===== src/rtl/control_sequencer.sv =====
// Hard-wired fetch/decode/execute sequencer for the single-bus CPU datapath.
// Control strobes are Moore-decoded from the state register and the IR contents.
module control_sequencer #(
  parameter int unsigned OPW  = 5,
  parameter int unsigned CNTW = 16
) (
  input  logic            clock,
  input  logic            clear,
  input  logic            run,
  input  logic            stop,
  input  logic [31:0]     ir,
  output logic            PCout,
  output logic            MDRout,
  output logic            Zhighout,
  output logic            Zlowout,
  output logic [15:0]     Rout,
  output logic [15:0]     Rin,
  output logic            MARin,
  output logic            PCin,
  output logic            MDRin,
  output logic            IRin,
  output logic            Yin,
  output logic            HIin,
  output logic            LOin,
  output logic            ZHighIn,
  output logic            ZLowIn,
  output logic            IncPC,
  output logic            Read,
  output logic [OPW-1:0]  opcode,
  output logic            halted,
  output logic            illegal,
  output logic [CNTW-1:0] instr_count
);

  localparam int unsigned RW = 16;
  localparam logic [OPW-1:0] OP_ALU_MAX = OPW'(12);
  localparam logic [OPW-1:0] OP_MUL     = OPW'(15);
  localparam logic [OPW-1:0] OP_DIV     = OPW'(16);
  localparam logic [OPW-1:0] OP_NOP     = OPW'(26);
  localparam logic [OPW-1:0] OP_HALT    = OPW'(27);

  typedef enum logic [3:0] {IDLE, T0, T1, T2, T3, T4, T5, T6, HALT} state_t;

  state_t          state;
  logic            need_edge;
  logic [OPW-1:0]  op;
  logic            is_alu, is_muldiv, is_halt, is_short, is_illegal, retire;
  logic [RW-1:0]   sel_ra, sel_rb, sel_rc;
  logic            unused_ir;

  assign op         = ir[31 -: OPW];
  assign opcode     = op;
  assign is_alu     = (op <= OP_ALU_MAX);
  assign is_muldiv  = (op == OP_MUL) || (op == OP_DIV);
  assign is_halt    = (op == OP_HALT);
  assign is_short   = !(is_alu || is_muldiv);
  assign is_illegal = is_short && !is_halt && (op != OP_NOP);
  assign sel_ra     = RW'(1) << ir[26:23];
  assign sel_rb     = RW'(1) << ir[22:19];
  assign sel_rc     = RW'(1) << ir[18:15];
  assign unused_ir  = ^ir[14:0];

  assign retire = ((state == T3) && is_short) ||
                  ((state == T5) && !is_muldiv) ||
                  (state == T6);

  // need_edge blocks a restart until run has been seen low (after reset or halt)
  always_ff @(posedge clock or negedge clear) begin
    if (!clear) begin
      state       <= IDLE;
      need_edge   <= 1'b1;
      instr_count <= '0;
    end else begin
      if (!run) need_edge <= 1'b0;
      if (retire) begin
        instr_count <= instr_count + CNTW'(1);
        if (is_halt) begin
          state     <= HALT;
          need_edge <= run;
        end else if (stop) begin
          state <= IDLE;
        end else begin
          state <= T0;
        end
      end else begin
        case (state)
          IDLE, HALT: if (run && !need_edge) state <= T0;
          T0:         state <= T1;
          T1:         state <= T2;
          T2:         state <= T3;
          T3:         state <= T4;
          T4:         state <= T5;
          T5:         state <= T6;
          default:    state <= IDLE;
        endcase
      end
    end
  end

  // Per-state strobe decode; everything not named for a state stays low
  always_comb begin
    PCout    = 1'b0;
    MDRout   = 1'b0;
    Zhighout = 1'b0;
    Zlowout  = 1'b0;
    Rout     = '0;
    Rin      = '0;
    MARin    = 1'b0;
    PCin     = 1'b0;
    MDRin    = 1'b0;
    IRin     = 1'b0;
    Yin      = 1'b0;
    HIin     = 1'b0;
    LOin     = 1'b0;
    ZHighIn  = 1'b0;
    ZLowIn   = 1'b0;
    IncPC    = 1'b0;
    Read     = 1'b0;
    illegal  = 1'b0;
    halted   = (state == IDLE) || (state == HALT);
    case (state)
      T0: begin
        PCout = 1'b1;
        MARin = 1'b1;
        IncPC = 1'b1;
      end
      T1: begin
        Read  = 1'b1;
        MDRin = 1'b1;
      end
      T2: begin
        MDRout = 1'b1;
        IRin   = 1'b1;
      end
      T3: begin
        if (is_short) begin
          illegal = is_illegal;
        end else begin
          Rout = sel_rb;
          Yin  = 1'b1;
        end
      end
      T4: begin
        Rout    = sel_rc;
        ZLowIn  = 1'b1;
        ZHighIn = is_muldiv;
      end
      T5: begin
        Zlowout = 1'b1;
        if (is_muldiv) LOin = 1'b1;
        else           Rin  = sel_ra;
      end
      T6: begin
        Zhighout = 1'b1;
        HIin     = 1'b1;
      end
      default: ;
    endcase
  end

endmodule


===== config.mk =====
export PLATFORM = sky130hd
export DESIGN_NAME = control_sequencer
export DESIGN_NICKNAME = d
export VERILOG_FILES = /design/src/rtl/control_sequencer.sv
export SDC_FILE = /design/constraint.sdc
export NUM_CORES = 1
export LEC_CHECK = 0
export BUFFER_PORTS_ARGS = -buffer_cell sky130_fd_sc_hd__buf_2
export CORE_AREA = 2 2 63 65
export DETAILED_ROUTE_END_ITERATION = 16
export DIE_AREA = 0 0 65 67
export GPL_ROUTABILITY_DRIVEN = 0
export PLACE_DENSITY = 0.94
export SLEW_MARGIN = 20
export SYNTH_ARGS = -nofsm -noshare
export SYNTH_HDL_FRONTEND = slang
export SYNTH_SLANG_ARGS = --single-unit

===== constraint.sdc =====
create_clock -name clock -period 5.2 [get_ports clock]
set_input_delay 0.78 -clock clock [delete_from_list [all_inputs] [get_ports clock]]
set_output_delay 0.78 -clock clock [all_outputs]
set_load 0.02 [all_outputs]

==> results.toml, run 1 <==
[worst_hold_path]
hold_class = "in -> async"

[power_and_ir_drop]
p_leak_nw = 1.07
power_density_nw_per_um2 = 368
ir_worst_vdd_mv = 0.320

[critical_path]
crit_start = "ir[28]"
r2r_start = "state[3]"
critPathArrivalTime_ps = 2320
crit_required_ps = 4420
crit_cells = 8
crit_chain = "buf_2 -> nand2_1 -> a31oi_1 -> a21o_1 -> nor2b_1 -> nor3b_2 -> a32o_1 -> buf_2"
r2r_cells = 5
r2r_slack_ps = 3190
cpMaxStageDelayCell = "nor2b_1"
setup.worst_path.class = "in -> out"
crit_path_end_kind = "output pin"
critical_path.max_stage_delay_ps = 340
start_kind = "input pin"
cp_num_buf_inv = 2
path_max_fanout = 6
cpMostUsedCell = "buf_2"
cp_top_family = "simple AND/OR/NAND/NOR gates"
reg2reg_to = "instr_count[13]"
worstSetupEndpoint = "Rout[1]"

[grt]
grt_pass1_vias = 1522
overflow = 0
antenna_found_initial = 0
grt_max_degree = 22
grt_use_total_pct = 19.3
grt_pass1_wl_mm = 6.64

[placed_design]
io_buffers = 89
placed_area_sq_um = 1990
dp_cells = 315
hpwl_mm = 3.25
place_ws_ps = 2090

[clocking]
htree_levels = 1
clock_sinks = 21
cts-root-buf = "clkbuf_8"
hold_buffers = 0
cts_resized = 0
cts_buffers = 3
cts_setup_buffers = 0
cts_tree = "built"
clk_latency_ps = 260
clock_path_buffers = 2
clk_pin_slew_ps = 70

[finish]
fin_area_sq_um = 2040
regArea_sq_um = 527
syn_to_final_growth_pct = 28.6
stdcell_count = 319
fill_cells = 335
drive_gt1_share_pct = 38.0
multi_input_comb_area_sq_um = 928
fin_nets = 309
layout_commonest_cell = "buf_2"
antenna_cells = 0
layout_common_cells = "buf_2 (89), nor2_1 (23), nand2_1 (20), dfrtp_1 (20), nor3_1 (16)"

[sta]
finalSetupViolations = 0
slew_headroom_pct = 63.6
skew_ps = 5.17
period_needed_ps = 3100
timing.fmax_ghz = 0.322
tns_ps = 0
rsz0062_at_grt = "false"
fin_ws_ps = 2100
slew_violations = 0
hold_viol = 0
worst-slew-pin-transition_ps = 542
holdWs_ps = 454
period_share_pct = 59.6

[floorplan]
placement_rows = 22
die_h_microns = 67
core-area_sq_um = 3610
io_pins = 106
die_w_microns = 65
dieArea_sq_um = 4360
start_util_pct = 43.9

[detailed_routing]
vias = 1692
firstDrtPassIters = 4
route.detailed.drc = 0
ant_nets = 0
drtIter0Drc = 67
detail_route.vias_per_cell = 5.30
routed_wl_mm = 4.14
wl_per_cell_microns = 13.0

[outcome]
outcome = "completed"

[synthesis]
yosysSeqAreaShare_pct = 33.3
ys_seq_elements = 21
ys_top_cells_by_area = "dfrtp_1 (32%), xor2_1 (7.2%), nor2_1 (5.5%)"
ys.flop_type = "dfrtp_1"
synth.cell_area_sq_um = 1580
syn-num-nets = 228
yosysUniqueCellTypes = 43
syn_area_per_cell_sq_um = 8.29
yosysWarnings = 0
synth_edf_count = 0
synth_top_area_share_pct = 31.6
ys_async_sr_fraction_pct = 100
yosysTopAreaCell = "dfrtp_1"
syn_inst = 191

[flow_run]
drv_cap = 0
[cell families after synthesis]
| group | synth area share (%) |
|---|---|
| XOR/XNOR | 8.85 |
| adder cells (fa/ha/maj) | 0.790 |
| AO/OA/AOI/OAI | 13.8 |
| AND/OR/NAND/NOR | 34.9 |
| flip-flops | 33.3 |
| buffers and inverters | 8.14 |
| other | 0.237 |
[cell usage after synthesis, types with 2 or more instances]
cell / number
a32o_1: 4
buf_4: 11
dfrtp_1: 20
inv_1: 8
nand2_1: 20
nand2b_1: 9
nand3_1: 7
nand3b_1: 3
nand4_1: 4
nor2_1: 23
nor2b_1: 2
nor3_1: 16
nor4_1: 4
nor4b_1: 2
o22ai_1: 12
o31ai_1: 2
or2_2: 2
or3_1: 3
xnor2_1: 3
xor2_1: 13
[through the flow]
step                total power (W)  util, %
floorplan                  0.000550        -
global placement           0.000638     55.2
detailed placement         0.000649     55.2
CTS                        0.000756     56.5
global route               0.000807     56.5
finish                     0.000750     56.5
[registers in the layout (all words and copies together), names as in the netlist]
name	flops
state	4
need_edge	1
instr_count	16
[worst register-to-register path: stages, from the launching register on]
cell and delay (ps):
dfrtp_1 480, nand2b_4 200, or3_4 370, o21ai_1 460
and4_1 290, xor2_1 140
[per-layer routing]
| layer | global-route usage, % | part of all wire (%) |
|---|---|---|
| met4 | 6.38 | 1.3 |
| met3 | 2.87 | 9.3 |
| met1 | 21.7 | 41 |
| met2 | 37.0 | 49 |
| met5 | 0 | 0 |
[how the worst min path moves through the flow]
stage,startpoint,to,slack [ps],depth (start not counted)
after floorplan,clear,instr_count[0],480,0
after global placement,instr_count[13],instr_count[13],480,1
after detailed placement,instr_count[15],instr_count[15],470,1
after CTS,clear,instr_count[3],470,1
after global routing,clear,instr_count[3],490,1
final,clear,instr_count[6],450,1
[cell type report]
type / count / share of cell area [%]
multi-input cells: 149 / 45.6
flip-flops and latches: 21 / 25.9
repair buffers: 89 / 21.9
well taps: 48 / 2.95
clock buffers: 3 / 2.03
inverters: 8 / 1.47
clock inverters: 1 / 0.246
[report_power, final]
group	total, W	leakage [nW]	switching (W)	internal (W)
sequential	0.000265	0.257	0.0000619	0.000203
clock	0.000104	0.0255	0.0000509	0.0000534
combinational	0.000381	0.792	0.000248	0.000133
total	0.000750	1.07	0.000360	0.000390
(Power assumes the default switching activity.)
==> inputs of run 2 (changes only) <==
--- a/config.mk
+++ b/config.mk
@@ -6,11 +6,11 @@
 export NUM_CORES = 1
 export LEC_CHECK = 0
 export BUFFER_PORTS_ARGS = -buffer_cell sky130_fd_sc_hd__buf_2
-export CORE_AREA = 2 2 63 65
+export CORE_AREA = 2 2 68 70
 export DETAILED_ROUTE_END_ITERATION = 16
-export DIE_AREA = 0 0 65 67
+export DIE_AREA = 0 0 70 72
 export GPL_ROUTABILITY_DRIVEN = 0
-export PLACE_DENSITY = 0.94
+export PLACE_DENSITY = 0.86
 export SLEW_MARGIN = 20
 export SYNTH_ARGS = -nofsm -noshare
 export SYNTH_HDL_FRONTEND = slang
==> constraint.sdc (replaced) <==
create_clock -name clock -period 2.8 [get_ports clock]
set_input_delay 0.42 -clock clock [delete_from_list [all_inputs] [get_ports clock]]
set_output_delay 0.42 -clock clock [all_outputs]
set_load 0.02 [all_outputs]
==> run 2 against run 1 <==
  * Non-clock buffer count did not move
  * Total power rose by 87%
  * Cell area is 0.37% higher
  * Largest cell class unchanged
==> results.toml, run 2 (same netlist as run 1, synthesis figures left out) <==
[grt]
grt_use_total_pct = 16.1
overflow = 0
grt_max_degree = 22
antenna_found_initial = 0
grt_pass1_wl_mm = 6.88
grt_pass1_vias = 1575

[clocking]
cts_resized = 0
cts_buffers = 3
clk_pin_slew_ps = 80
cts_setup_buffers = 0
hold_buffers = 0
cts_tree = "built"
clk_latency_ps = 260
cts-root-buf = "clkbuf_8"
clock_sinks = 21
htree_levels = 1
clock_path_buffers = 2

[sta]
skew_ps = 7.32
holdWs_ps = 103
period_needed_ps = 2600
rsz0062_at_grt = "false"
timing.fmax_ghz = 0.385
slew_violations = 0
tns_ps = 0
slew_headroom_pct = 64.8
fin_ws_ps = 199
worst-slew-pin-transition_ps = 525
finalSetupViolations = 0
hold_viol = 0
period_share_pct = 92.9

[floorplan]
start_util_pct = 37.1
die_h_microns = 72
die_w_microns = 70
dieArea_sq_um = 5040
core-area_sq_um = 4260
io_pins = 106
placement_rows = 24

[critical_path]
crit_required_ps = 2380
critPathArrivalTime_ps = 2180
setup.worst_path.class = "reg -> out"
start_kind = "register"
path_max_fanout = 9
crit_path_end_kind = "output pin"

[outcome]
outcome = "completed"

[finish]
largest_reg_flops = 16
syn_to_final_growth_pct = 29.1
fill_cells = 419
top_regs = "instr_count: 16 flops, state: 4 flops, need_edge: 1 flops"
antenna_cells = 0
drive_gt1_share_pct = 38.4
fin_nets = 309
layout_commonest_cell = "buf_2"
layout_common_cells = "buf_2 (89), nor2_1 (23), nand2_1 (20), dfrtp_1 (20), nor3_1 (16)"
top_register = "instr_count"

[placed_design]
hpwl_mm = 3.34
io_buffers = 89
place_ws_ps = 384

[detailed_routing]
firstDrtPassIters = 5
detail_route.vias_per_cell = 5.26
route.detailed.drc = 0
ant_nets = 0
routed_wl_mm = 4.19
vias = 1699
wl_per_cell_microns = 13.0
drtIter0Drc = 59

[flow_run]
drv_cap = 0

[power_and_ir_drop]
p_leak_nw = 1.08
ir_worst_vdd_mv = 0.620
finalPower_w = 0.00140
power_density_nw_per_um2 = 684

[worst_hold_path]
hold_class = "in -> async"
==> run 2: changes by cell type in the layout (fill, tap and decap cells not counted) <==
cell	change
nor2b_1	-1
nor2b_2	+1
==> run 2: layout make-up <==
cell class,count,area [sq um],area share (%)
multi-input combinational,149,931,45.5
sequential,21,527,25.8
timing repair buffer,89,445,21.8
tap,52,65.1,3.18
clock buffer,3,41.3,2.02
inverter,8,30.0,1.47
clock inverter,1,5.00,0.245
==> run 2: power by group <==
part / internal (W) / switching (W) / leakage, nW / total (W)
sequential: 0.000377 / 0.000117 / 0.257 / 0.000494
combinational: 0.000248 / 0.000463 / 0.793 / 0.000711
clock: 0.0000989 / 0.0000950 / 0.0255 / 0.000194
==> run 2: path summary, 6_finish.rpt <==
check | cells past startpoint | end | slack (ps) | startpoint
setup / recovery | 6 | Rout[4] | 200 | state[3]
hold / removal | 1 | instr_count[7] | 100 | clear
setup reg to reg | 5 | instr_count[13] | 840 | state[3]
hold reg to reg | 1 | instr_count[9] | 490 | instr_count[9]
max in group asynchronous | 1 | need_edge | 2350 | clear
min in group clock | 2 | state[0] | 340 | stop
==> run 2: critical path, cell delays in order (launching register included) <==
cell and delay [ps]:
dfrtp_1 470, nand2b_4 190, or3_4 360, nor2b_2 230
nor3b_2 300, a32o_1 210, buf_2 170
==> run 2: per-layer routing <==
metal | global-route usage (%) | vias up | part of all wire [%]
met2 | 30.3 | 98 | 49
met3 | 2.22 | 2 | 9.2
met4 | 2.78 | 0 | 0.21
met1 | 20.0 | 762 | 41
li1 | - | 837 | -
met5 | 0 | - | 0
==> run 2: through the flow <==
stage | cells | cell area [sq um] | utilization (%)
after floorplan | 191 | 1580 | -
after global placement | 319 | 2000 | 46.8
after detailed placement | 319 | 2000 | 46.8
after CTS | 323 | 2040 | 47.9
after global routing | 323 | 2040 | 47.9
final | 323 | 2040 | 47.9
==> inputs of run 3 (changes only) <==
--- a/config.mk
+++ b/config.mk
@@ -10,6 +10,7 @@
 export DETAILED_ROUTE_END_ITERATION = 16
 export DIE_AREA = 0 0 70 72
 export GPL_ROUTABILITY_DRIVEN = 0
+export MAX_ROUTING_LAYER = met4
 export PLACE_DENSITY = 0.86
 export SLEW_MARGIN = 20
 export SYNTH_ARGS = -nofsm -noshare
==> run 3 against run 2 <==
  * Clock skew about the same
  * Clock power is essentially flat
  * Clock-buffer cell count stayed put
  * Setup slack is essentially flat
  * Non-clock buffer count unchanged
  * Register-to-register slack barely moved
  * Worst hold slack better by 1.7 ps
  * Combinational power hardly changed
  * Total power fell by 0.21%
  * Core utilization unchanged
  * Largest cell class unchanged
  * Highest routed layer is now met3
==> results.toml, run 3 (same netlist as run 1, synthesis figures left out) <==
[finish]
top_regs = "instr_count: 16 flops, state: 4 flops, need_edge: 1 flops"
fin_area_sq_um = 2040
layout_common_cells = "buf_2 (89), nor2_1 (23), nand2_1 (20), dfrtp_1 (20), nor3_1 (16)"
largest_reg_flops = 16
layout_commonest_cell = "buf_2"
top_register = "instr_count"
fill_cells = 419
regArea_sq_um = 527
stdcell_count = 323
antenna_cells = 0
syn_to_final_growth_pct = 29.1
fin_nets = 309
drive_gt1_share_pct = 38.4
multi_input_comb_area_sq_um = 931

[placed_design]
io_buffers = 89
placed_area_sq_um = 2000
hpwl_mm = 3.34
dp_cells = 319

[sta]
worst-slew-pin-transition_ps = 528
finalSetupViolations = 0
period_needed_ps = 2600
period_share_pct = 92.9
timing.fmax_ghz = 0.385
slew_headroom_pct = 64.5
hold_viol = 0
skew_ps = 6.95
rsz0062_at_grt = "false"
slew_violations = 0
tns_ps = 0

[critical_path]
crit_required_ps = 2380
r2r_slack_ps = 830
path_max_fanout = 9
r2r_start = "state[3]"
setup.worst_path.class = "reg -> out"
reg2reg_to = "instr_count[13]"
crit_chain = "nand2b_4 -> or3_4 -> nor2b_2 -> nor3b_2 -> a32o_1 -> buf_2"
start_kind = "register"
cp_top_family = "simple AND/OR/NAND/NOR gates"
cp_num_buf_inv = 1
critical_path.max_stage_delay_ps = 470
crit_path_end_kind = "output pin"
r2r_cells = 5
critPathArrivalTime_ps = 2180
cpMaxStageDelayCell = "dfrtp_1"

[power_and_ir_drop]
p_leak_nw = 1.08
ir_worst_vdd_mv = 0.617
power_density_nw_per_um2 = 683

[clocking]
hold_buffers = 0
clk_pin_slew_ps = 80
cts_setup_buffers = 0
clock_sinks = 21
htree_levels = 1
cts-root-buf = "clkbuf_8"
clk_latency_ps = 250
cts_resized = 0
cts_buffers = 3
clock_path_buffers = 2
cts_tree = "built"

[detailed_routing]
firstDrtPassIters = 5
wl_per_cell_microns = 13.1
ant_nets = 0
vias = 1704
routed_wl_mm = 4.23
drtIter0Drc = 69
detail_route.vias_per_cell = 5.28
route.detailed.drc = 0

[floorplan]
die_h_microns = 72
core-area_sq_um = 4260
dieArea_sq_um = 5040
die_w_microns = 70
placement_rows = 24
start_util_pct = 37.1
io_pins = 106

[grt]
grt_pass1_vias = 1571
overflow = 0
antenna_found_initial = 0
grt_max_degree = 22
grt_use_total_pct = 16.6
grt_pass1_wl_mm = 6.89

[flow_run]
drv_cap = 0

[worst_hold_path]
hold_class = "in -> async"

[outcome]
outcome = "completed"
-- run 3: worst max path at each step --
stage / from / endpoint / slack [ps] / cells past startpoint
after floorplan: state[3] / Rout[0] / 310 / 6
after global placement: state[3] / Rout[0] / 390 / 6
after detailed placement: state[3] / Rout[5] / 380 / 6
after CTS: state[3] / Rout[5] / 100 / 6
after global routing: state[3] / Rout[5] / 40 / 6
final: state[3] / Rout[4] / 200 / 6
-- run 3: power by group --
group / total [W] / leakage, nW / switching, W / internal [W]
logic: 0.000710 / 0.793 / 0.000462 / 0.000248
clock network: 0.000192 / 0.0255 / 0.0000928 / 0.0000988
registers: 0.000495 / 0.257 / 0.000118 / 0.000377
total: 0.00140 / 1.08 / 0.000672 / 0.000724
-- run 3: metrics by stage --
stage | hold slack (ps) | power (W) | setup slack [ps] | utilization, %
after global placement | 397 | 0.00119 | 392 | 46.8
after detailed placement | 399 | 0.00121 | 384 | 46.8
after CTS | 122 | 0.00140 | 105 | 47.9
after floorplan | 124 | 0.00102 | 309 | -
final | 104 | 0.00140 | 200 | 47.9
after global routing | 133 | 0.00149 | 40.9 | 47.9
-- run 3: layer usage --
metal | GRT usage [%] | part of all wire [%] | vias to the layer above
met5 | - | 0 | -
met4 | 2.78 | 0 | 0
met3 | 1.94 | 8.8 | 0
met2 | 30.3 | 49 | 91
met1 | 20.1 | 42 | 775
li1 | - | - | 838
-- run 3: final cells by class --
class | instances | area share, %
Clock buffer | 3 | 2.02
Clock inverter | 1 | 0.245
Inverter | 8 | 1.47
Multi-Input combinational cell | 149 | 45.5
Sequential cell | 21 | 25.8
Tap cell | 52 | 3.18
Timing Repair Buffer | 89 | 21.8
-- run 3: worst register-to-register path, delay by kind of cell, from the launching register on --
kind	cells	cell delay, ps
simple gates	3	840
compound gates	1	450
xor+xnor	1	140
flops	1	470
